<file path="src/rtl/cascade_ctrl_pkg.sv">
// Shared definitions for the Viola-Jones cascade stage sequencer: state
// encoding, descriptor word offsets and stage_sum load-type codes.
package cascade_ctrl_pkg;

  // Sequencer states (plain constants so legacy code can reuse the encoding)
  typedef logic [3:0] state_t;
  localparam state_t StIdle    = 4'd0;
  localparam state_t StHdr     = 4'd1;
  localparam state_t StNewStg  = 4'd2;
  localparam state_t StFeat    = 4'd3;
  localparam state_t StSettle  = 4'd4;
  localparam state_t StReq     = 4'd5;
  localparam state_t StWaitSum = 4'd6;
  localparam state_t StEval    = 4'd7;
  localparam state_t StDone    = 4'd8;

  // Word offsets inside a stage header and inside a feature record
  localparam logic [1:0] OffH0    = 2'd0;
  localparam logic [1:0] OffH1    = 2'd1;
  localparam logic [1:0] OffLeft  = 2'd0;
  localparam logic [1:0] OffRight = 2'd1;
  localparam logic [1:0] OffThr   = 2'd2;

  // thresholds_type codes, identical to defs.vh LEFT_VAL/RIGHT_VAL/THRESHOLD
  localparam logic [1:0] TypeNone      = 2'd0;
  localparam logic [1:0] TypeLeftVal   = 2'd1;
  localparam logic [1:0] TypeRightVal  = 2'd2;
  localparam logic [1:0] TypeThreshold = 2'd3;

  // Map a feature-record word offset to the type code stage_sum expects
  function automatic logic [1:0] feat_word_type(input logic [1:0] off);
    logic [1:0] t;
    t = TypeNone;
    unique case (off)
      OffLeft:  t = TypeLeftVal;
      OffRight: t = TypeRightVal;
      OffThr:   t = TypeThreshold;
      default:  t = TypeNone;
    endcase
    return t;
  endfunction

endpackage

</file>
<file path="src/rtl/fp_ge_cmp.sv">
// Combinational IEEE-754 single-precision a >= b. Signed zeros compare
// equal; NaN inputs are not supported.
module fp_ge_cmp (
  input  logic [31:0] a_i,
  input  logic [31:0] b_i,
  output logic        ge_o
);

  logic a_zero, b_zero, a_neg, b_neg;

  assign a_zero = (a_i[30:0] == 31'd0);
  assign b_zero = (b_i[30:0] == 31'd0);
  assign a_neg  = a_i[31];
  assign b_neg  = b_i[31];

  // Sign-magnitude ordering: magnitude compare flips for two negatives
  always_comb begin
    ge_o = 1'b0;
    if (a_zero && b_zero) begin
      ge_o = 1'b1;
    end else if (a_neg != b_neg) begin
      ge_o = !a_neg;
    end else if (!a_neg) begin
      ge_o = (a_i[30:0] >= b_i[30:0]);
    end else begin
      ge_o = (a_i[30:0] <= b_i[30:0]);
    end
  end

endmodule

</file>
<file path="src/rtl/cascade_stage_ctrl.sv">
// Cascade stage sequencer: walks one window's descriptors, loads stage_sum,
// requests feature sums and decides pass/reject per stage.
// Optional statistics ports (cycles_o, feats_o) when
// CASCADE_STAGE_CTRL_STATS_EN is defined.
module cascade_stage_ctrl
  import cascade_ctrl_pkg::*;
#(
  parameter int unsigned ADDR_W     = 16,
  parameter int unsigned STAGE_W    = 6,
  parameter int unsigned FEAT_W     = 12,
  parameter int unsigned THR_SETTLE = 5
) (
  input  logic               clk_i,
  input  logic               rst_n_i,
  input  logic               start_i,
  input  logic [ADDR_W-1:0]  base_addr_i,
  input  logic [STAGE_W-1:0] num_stages_i,
  output logic               busy_o,
  output logic               done_o,
  output logic               pass_o,
  output logic [STAGE_W-1:0] exit_stage_o,
  output logic               cfg_rd_o,
  output logic [ADDR_W-1:0]  cfg_addr_o,
  input  logic [31:0]        cfg_data_i,
  output logic               feat_req_o,
  output logic [FEAT_W-1:0]  feat_idx_o,
  output logic               new_stage_o,
  output logic [31:0]        thresholds_o,
  output logic [1:0]         thresholds_type_o,
  output logic               thresholds_val_o,
  input  logic [31:0]        stage_sum_i,
  input  logic               stage_sum_val_i
`ifdef CASCADE_STAGE_CTRL_STATS_EN
  ,
  output logic [31:0]        cycles_o,
  output logic [FEAT_W-1:0]  feats_o
`endif
);

  state_t             state_q, state_d;
  logic [1:0]         sub_q, sub_d;
  logic [7:0]         settle_q, settle_d;
  logic [ADDR_W-1:0]  ptr_q, ptr_d;
  logic [STAGE_W-1:0] num_stages_q, num_stages_d;
  logic [STAGE_W-1:0] stage_q, stage_d;
  logic [FEAT_W-1:0]  num_feat_q, num_feat_d;
  logic [FEAT_W-1:0]  feat_cnt_q, feat_cnt_d;
  logic [FEAT_W-1:0]  feat_idx_q, feat_idx_d;
  logic [31:0]        stage_thr_q, stage_thr_d;
  logic [31:0]        stage_sum_q, stage_sum_d;
  logic [1:0]         rd_type_q, rd_type_d;
  logic               pass_q, pass_d;
  logic [STAGE_W-1:0] exit_q, exit_d;
  logic               sum_ge_thr;

  fp_ge_cmp u_fp_ge_cmp (
    .a_i  (stage_sum_q),
    .b_i  (stage_thr_q),
    .ge_o (sum_ge_thr)
  );

  // Next-state logic for the descriptor walk and stage decision
  always_comb begin
    state_d      = state_q;
    sub_d        = sub_q;
    settle_d     = settle_q;
    ptr_d        = ptr_q;
    num_stages_d = num_stages_q;
    stage_d      = stage_q;
    num_feat_d   = num_feat_q;
    feat_cnt_d   = feat_cnt_q;
    feat_idx_d   = feat_idx_q;
    stage_thr_d  = stage_thr_q;
    stage_sum_d  = stage_sum_q;
    rd_type_d    = TypeNone;
    pass_d       = pass_q;
    exit_d       = exit_q;

    case (state_q)
      StIdle: begin
        if (start_i) begin
          ptr_d        = base_addr_i;
          num_stages_d = num_stages_i;
          stage_d      = '0;
          feat_idx_d   = '0;
          sub_d        = '0;
          pass_d       = 1'b0;
          exit_d       = '0;
          if (num_stages_i == '0) begin
            pass_d  = 1'b1;
            state_d = StDone;
          end else begin
            state_d = StHdr;
          end
        end
      end
      StHdr: begin
        ptr_d = ptr_q + ADDR_W'(1);
        if (sub_q == OffH1) begin
          // H0 read in the previous cycle returns now
          num_feat_d = cfg_data_i[FEAT_W-1:0];
          sub_d      = '0;
          state_d    = StNewStg;
        end else begin
          sub_d = sub_q + 2'd1;
        end
      end
      StNewStg: begin
        // H1 (stage threshold) returns in this cycle
        stage_thr_d = cfg_data_i;
        stage_sum_d = '0;
        feat_cnt_d  = '0;
        sub_d       = '0;
        state_d     = (num_feat_q == '0) ? StEval : StFeat;
      end
      StFeat: begin
        ptr_d     = ptr_q + ADDR_W'(1);
        rd_type_d = feat_word_type(sub_q);
        if (sub_q == OffThr) begin
          settle_d = '0;
          state_d  = StSettle;
        end else begin
          sub_d = sub_q + 2'd1;
        end
      end
      StSettle: begin
        // First cycle here is the cycle the THRESHOLD word is presented
        if (settle_q == 8'(THR_SETTLE - 1)) begin
          state_d = StReq;
        end else begin
          settle_d = settle_q + 8'd1;
        end
      end
      StReq: begin
        feat_idx_d = feat_idx_q + FEAT_W'(1);
        feat_cnt_d = feat_cnt_q + FEAT_W'(1);
        state_d    = StWaitSum;
      end
      StWaitSum: begin
        if (stage_sum_val_i) begin
          stage_sum_d = stage_sum_i;
          sub_d       = '0;
          state_d     = (feat_cnt_q != num_feat_q) ? StFeat : StEval;
        end
      end
      StEval: begin
        if (!sum_ge_thr) begin
          pass_d  = 1'b0;
          exit_d  = stage_q;
          state_d = StDone;
        end else if (stage_q == num_stages_q - STAGE_W'(1)) begin
          pass_d  = 1'b1;
          exit_d  = num_stages_q;
          state_d = StDone;
        end else begin
          stage_d = stage_q + STAGE_W'(1);
          sub_d   = '0;
          state_d = StHdr;
        end
      end
      StDone:  state_d = StIdle;
      default: state_d = StIdle;
    endcase
  end

  // Sequencer state registers
  always_ff @(posedge clk_i or negedge rst_n_i) begin
    if (!rst_n_i) begin
      state_q      <= StIdle;
      sub_q        <= '0;
      settle_q     <= '0;
      ptr_q        <= '0;
      num_stages_q <= '0;
      stage_q      <= '0;
      num_feat_q   <= '0;
      feat_cnt_q   <= '0;
      feat_idx_q   <= '0;
      stage_thr_q  <= '0;
      stage_sum_q  <= '0;
      rd_type_q    <= TypeNone;
      pass_q       <= 1'b0;
      exit_q       <= '0;
    end else begin
      state_q      <= state_d;
      sub_q        <= sub_d;
      settle_q     <= settle_d;
      ptr_q        <= ptr_d;
      num_stages_q <= num_stages_d;
      stage_q      <= stage_d;
      num_feat_q   <= num_feat_d;
      feat_cnt_q   <= feat_cnt_d;
      feat_idx_q   <= feat_idx_d;
      stage_thr_q  <= stage_thr_d;
      stage_sum_q  <= stage_sum_d;
      rd_type_q    <= rd_type_d;
      pass_q       <= pass_d;
      exit_q       <= exit_d;
    end
  end

  // Outputs decoded from state; feature words pass straight through
  always_comb begin
    busy_o            = (state_q != StIdle) && (state_q != StDone);
    done_o            = (state_q == StDone);
    pass_o            = pass_q;
    exit_stage_o      = exit_q;
    cfg_rd_o          = (state_q == StHdr) || (state_q == StFeat);
    cfg_addr_o        = ptr_q;
    feat_req_o        = (state_q == StReq);
    feat_idx_o        = feat_idx_q;
    new_stage_o       = (state_q == StNewStg);
    thresholds_val_o  = (rd_type_q != TypeNone);
    thresholds_type_o = rd_type_q;
    thresholds_o      = thresholds_val_o ? cfg_data_i : 32'd0;
  end

`ifdef CASCADE_STAGE_CTRL_STATS_EN
  logic [31:0] cyc_q;

  // Window cycle count: start cycle through the cycle before done, saturating
  always_ff @(posedge clk_i or negedge rst_n_i) begin
    if (!rst_n_i) begin
      cyc_q <= '0;
    end else if (state_q == StIdle) begin
      if (start_i) begin
        cyc_q <= 32'd1;
      end
    end else if (busy_o && (cyc_q != '1)) begin
      cyc_q <= cyc_q + 32'd1;
    end
  end

  assign cycles_o = cyc_q;
  assign feats_o  = feat_idx_q;
`endif

endmodule
</file>
<file path="config.mk">
export PLATFORM = sky130hd
export DESIGN_NAME = cascade_stage_ctrl
export DESIGN_NICKNAME = d
export VERILOG_FILES = /design/src/rtl/cascade_ctrl_pkg.sv /design/src/rtl/fp_ge_cmp.sv /design/src/rtl/cascade_stage_ctrl.sv
export SDC_FILE = /design/constraint.sdc
export NUM_CORES = 1
export LEC_CHECK = 0
export ABC_CLOCK_PERIOD_IN_PS = 8050
export CAP_MARGIN = 30
export CORE_MARGIN = 5
export CORE_UTILIZATION = 30
export DETAILED_ROUTE_END_ITERATION = 10
export SLEW_MARGIN = 20
export SYNTH_ARGS = -nofsm -noshare
export SYNTH_HDL_FRONTEND = slang
export SYNTH_HIERARCHICAL = 1
export SYNTH_SLANG_ARGS = --single-unit
</file>
<file path="constraint.sdc">
create_clock -name clk_i -period 8.05 [get_ports clk_i]
set_clock_uncertainty 0.15 [all_clocks]
set_input_delay 1.2075 -clock clk_i [delete_from_list [all_inputs] [get_ports clk_i]]
set_output_delay 1.2075 -clock clk_i [all_outputs]
set_load 0.005 [all_outputs]
</file>
* Word level (Yosys, flattened, before mapping)
Cells that the tools add are included.
** Storage, ports and cells
- Memories kept :: 0
- ROM bits :: 0
- Bits in writable memories :: 0
- Bits in latches :: 0
- Flip-flop bits (word level) :: 151
- Input bits :: 90
- Output and inout port bits :: 75
- Logic and storage cells :: 124
** Operators by class
- Multiply operators :: 0
- Shift-type cells :: 0
- $lt $le $gt $ge :: 2
- $add $sub $neg :: 7
- Eq/ne operators :: 25
- Bitwise operators :: 0
- Divide/modulo/power cells :: 0
- Muxes and demuxes :: 46
- Reductions and logical operators :: 30
** Operators with widths (count)
- 32-bit 2-to-1 mux :: 2
- 32-bit case mux with 2 select lines :: 1
- 31-bit zero test :: 2
- 12-bit case mux with 2 select lines :: 2
- 4-bit 2-to-1 mux :: 8
- 16-bit case mux with 2 select lines :: 1
- 4-bit case mux with 8 select lines :: 1
- 31-bit >= comparator :: 1
- 31-bit <= comparator :: 1
- 6-bit 2-to-1 mux :: 5
- 12-bit by 1-bit adder with 12-bit output, second input constant :: 2
- 6-bit case mux with 2 select lines :: 2
- 2-bit inequality test, second input constant :: 9
- 16-bit by 1-bit adder with 16-bit output, second input constant :: 1
- 4-bit by 3-bit equality test with 1-bit output, second input constant :: 4
- 16-bit 2-to-1 mux :: 1
- 8-bit 2-to-1 mux :: 2
- 8-bit case mux with 2 select lines :: 1
- 2-bit 2-to-1 mux :: 7
- 2-bit nonzero test :: 7
- 12-bit zero test :: 1
- 12-bit 2-to-1 mux :: 1
- 12-bit inequality test :: 1
- 2-bit case mux with 6 select lines :: 1
- other kinds (32) :: 46

* Depth between registers and ports, before layout
- Depth after elaboration :: 6
- Depth in mapped cells :: 13
- Mapped depth without buffers :: 13

* Modules after synthesis
Netlist, hierarchy kept.
** Modules (own cells, without submodules)
- cascade_stage_ctrl :: area each 7372.1 um^2, cells each 769, instances 1, seq. area each 3778.6 um^2
- fp_ge_cmp :: area each 967.2 um^2, cells each 137, instances 1, seq. area each 0.0 um^2

* Worst setup path before layout
OpenSTA, ideal clock, no wires.
- Path kind :: reg-to-reg
- From :: reg stage_sum_q[4]
- To :: reg stage_q[0]
- Arrival :: 2894 ps
- Setup slack :: 4927 ps
- Path buffers :: 1
- Period minus slack after synthesis :: 3123 ps
- Stages on the path, launching flop included :: 12
- Data required time :: 7821 ps
- Setup time :: 79 ps
- Cell sequence :: dfrtp_1 > ha_1 > a211oi_1 > nor2_1 > o31a_1 > o41ai_2 > mux2i_1 > nor3_1 > clkbuf_1 > inv_1 > a211oi_1 > mux2i_1
** On the way
- Cells in the longest elaborated chain, start to end :: 6
- Elaborated cells on any way between the ends :: 9
- Those cells by class :: order compare (2); eq/ne (1); mux (3); reduce/logical (3)
** RTL lines
- from (decl) :: RTL line cascade_stage_ctrl.sv:50 : logic [31:0] stage_sum_q, stage_sum_d;
- from (signal assigned) :: RTL line cascade_stage_ctrl.sv:194 : stage_sum_q <= stage_sum_d;
- 31-bit >= comparator / 31-bit <= comparator (equally long branches) :: RTL line fp_ge_cmp.sv:24, fp_ge_cmp.sv:26
- 1-bit 2-to-1 mux :: RTL line fp_ge_cmp.sv:23 : end else if (!a_neg) begin
- 1-bit 2-to-1 mux :: RTL line fp_ge_cmp.sv:21 : end else if (a_neg != b_neg) begin
- 1-bit 2-to-1 mux (*) :: RTL line fp_ge_cmp.sv:19 : if (a_zero && b_zero) begin
- net sum_ge_thr :: RTL line cascade_stage_ctrl.sv:54 : logic sum_ge_thr;
- 2-bit inequality test (no source line) (*)
- 4-bit AND reduction (no source line) (*)
- to (signal assigned) :: RTL line cascade_stage_ctrl.sv:189 : stage_q <= stage_d;
- to (decl) :: RTL line cascade_stage_ctrl.sv:45 : logic [STAGE_W-1:0] stage_q, stage_d;
The timed path passes the listed nets; every way through them passes the cells marked *.
A chain may end at the register's enable or synchronous reset.

* Final worst setup path
- From :: reg state_q[1]
- To :: out new_stage_o
** On the way
- Cells in the longest elaborated chain, start to end :: 1
** RTL lines
- from (decl) :: RTL line cascade_stage_ctrl.sv:40 : state_t state_q, state_d;
- from (signal assigned) :: RTL line cascade_stage_ctrl.sv:169 : state_q <= StIdle;
- from (signal assigned) :: RTL line cascade_stage_ctrl.sv:184 : state_q <= state_d;
- 4-bit by 2-bit equality test with 1-bit output :: RTL line cascade_stage_ctrl.sv:211 : new_stage_o = (state_q == StNewStg);
- to (decl) :: RTL line cascade_stage_ctrl.sv:27 : output logic new_stage_o,
No other way between the ends.

==> metrics.yaml <==
die:
  fp.dieW_um: 176.7
  start_util: 0.3018
  rows: 61
  core_sq_um: 27630
  ios: 165
  die_area_sq_um: 31230
  die_h_um: 176.7
routing:
  drtIter0Drc: 397
  antenna_left: 0
  first_pass_iters: 5
  vias: 7236
  wirelength_mm: 23.79
  wl_per_cell_um: 16.44
  routed_via_density: 5.001
  drc: 0
power_and_ir_drop:
  ir_drop_uv: 140.1
  power_density_nw_per_um2: 359.1
  p_leak_nw: 4.843
  power.total_mw: 3.954
placed_design:
  postPlaceCellArea_sq_um: 10350
  dp.cells: 1413
  io_buffers: 164
  gp_congestion: 0.8342
  preCtsSetupSlack_ps: 3995
  dpl.hpwl_mm: 16.99
sta:
  rsz0062_at_grt: "false"
  layout_setup_ws_ps: 3582
  hold_violations: 0
  setup_viol: 0
  fin_crit_sh: 0.5550
  tightest_slew_ps: 806.8
  relSlewSlack: 0.4596
  max_freq_ghz: 0.2238
  setup_tns_ps: 0
  final_max_slew_viol_count: 0
  finalCriticalPeriod_ps: 4468
clock_tree:
  cts_resized: 0
  hold_buffers: 0
  cts_tree: "yes"
  clock_path_buffers: 2
  path_clk_slew_ps: 70
  insertion_delay_ps: 430
  cts_buffers: 17
  clock_sinks: 151
  postCtsSetupBuffers: 0
  htreeDepth: 4
  clockRootBuffer: "clkbuf_16"
yosys:
  ys_warn_count: 6
  ys_top_cells_by_area: "dfrtp_1, nand2_1, ha_1"
  async_flop_share: 1.000
  yosys_most_used_dff: "dfrtp_1"
  netlist_instances: 906
  synth_area_per_cell_sq_um: 9.204
  yosysTopAreaCell: "dfrtp_1"
  syn-cell-area_sq_um: 8339
  ys_seq_area_frac: 0.4531
  synth_top_area_share: 0.4531
  yosys.cell_types.count: 68
  synth.net_count: 1039
  synth_edf_count: 0
  ys_ff_latch: 151
finish:
  drive_above_1_share: 0.06548
  num_antenna_cells: 0
  syn_to_final_growth_pct: 32.03
  nets: 1189
  mostFrequentLayoutCells: "nand2_1, clkdlybuf4s50_1, dfrtp_1"
  final_cells: 1447
  stdcell_area_sq_um: 11010
  final_common_cell: "nand2_1"
global_routing:
  grtUsageTotal: 0.1512
  grt_pass1_vias: 7154
  grt_pass1_wl_mm: 38.26
  grt_max_degree: 95
  grt-ovfl-total: 0
  antenna_found_initial: 1
status:
  status: "completed"
critical_path:
  path_class: "reg -> out"
  end_kind: "primary output"
  crit_required_ps: 6690
  worstSetupStartpointType: "flip-flop"
  worstPathArrival_ps: 3110
  path_max_fanout: 38
job:
  maxCapViolations: 0
hold_path:
  hp-class: "reg -> reg"
area by class of cell:
cell class	count	area, sq um
fill	2803	16620
multi-input combinational	662	4213
sequential	151	3779
timing repair buffer	174	1738
tap	378	473.0
clock buffer	18	439.2
inverter	50	187.7
clock inverter	14	181.4
cell usage after synthesis, drive strengths merged (3+ instances only):
library cell and count:
buf 4, o21a 3, and4 3, a31oi 7
and3 13, a211oi 10, o21ai 48, nand2 168
nor3 12, nor3b 3, o211ai 4, inv 50
nor4 23, mux2i 10, xnor2 10, nand3 27
dfrtp 151, a41oi 3, nor2b 36, or4 3
xor2 15, or3 8, nor2 48, o31ai 7
a32oi 4, clkbuf 39, mux2 12, nand4 27
a311oi 5, nand2b 5, a21oi 25, ha 43
a22o 33, a21o 9, o22ai 3
registers in the layout, summed over array words and instances, names as in the netlist:
name	flops
exit_stage_o	6
num_stages_q	6
stage_sum_q	32
pass_o	1
feat_cnt_q	12
num_feat_q	12
sub_q	2
thresholds_type_o	2
state_q	4
cfg_addr_o	16
settle_q	8
stage_thr_q	32
stage_q	6
feat_idx_o	12
logic make-up (layout without fill, tap and decap cells):
logic type	after synthesis	in the layout	synth area share
compound gates	184	184	0.1568
xor+xnor	25	25	0.02626
fa+ha+maj	43	43	0.06452
buf+inv	93	256	0.04321
flops	151	151	0.4531
mux	22	22	0.02821
simple gates	388	388	0.2279
final timing paths:
path	start	to	slack, ps	cells after the start
max in group asynchronous	rst_n_i	stage_thr_q[30]	6040	2
setup reg to reg	stage_thr_q[19]	stage_q[5]	4700	12
hold / removal	feat_idx_o[11]	feat_idx_o[11]	330	1
setup / recovery	state_q[1]	new_stage_o	3580	5
hold reg to reg	feat_idx_o[11]	feat_idx_o[11]	330	1
min in group asynchronous	rst_n_i	stage_sum_q[7]	540	1
stage by stage:
stage / utilization / hold slack (ps)
after floorplan: - / 317.8
after global placement: 0.3748 / 318.9
after detailed placement: 0.3748 / 316.6
after CTS: 0.3972 / 337.0
after global routing: 0.3985 / 374.2
final: 0.3985 / 331.2
critical path, stage by stage (launching register included):
cell and delay (ps):
dfrtp_1 710, nand2b_1 210, or3_1 340, buf_4 270
inv_2 520, clkdlybuf4s50_1 630
power by group:
group	internal [mW]	leakage (nW)	switching [mW]
clock	0.482	0.303	0.365
sequential	1.04	1.94	0.328
combinational	0.821	2.60	0.915
total	2.35	4.84	1.61
layer usage:
layer	share of wire	up-vias	global-route usage
met4	0.024	2	0.04997
met3	0.050	43	0.03247
li1	-	3539	-
met1	0.47	3457	0.2068
met5	0.00055	-	0
met2	0.45	195	0.2392
No activity file was read; power rests on OpenSTA's default activity.
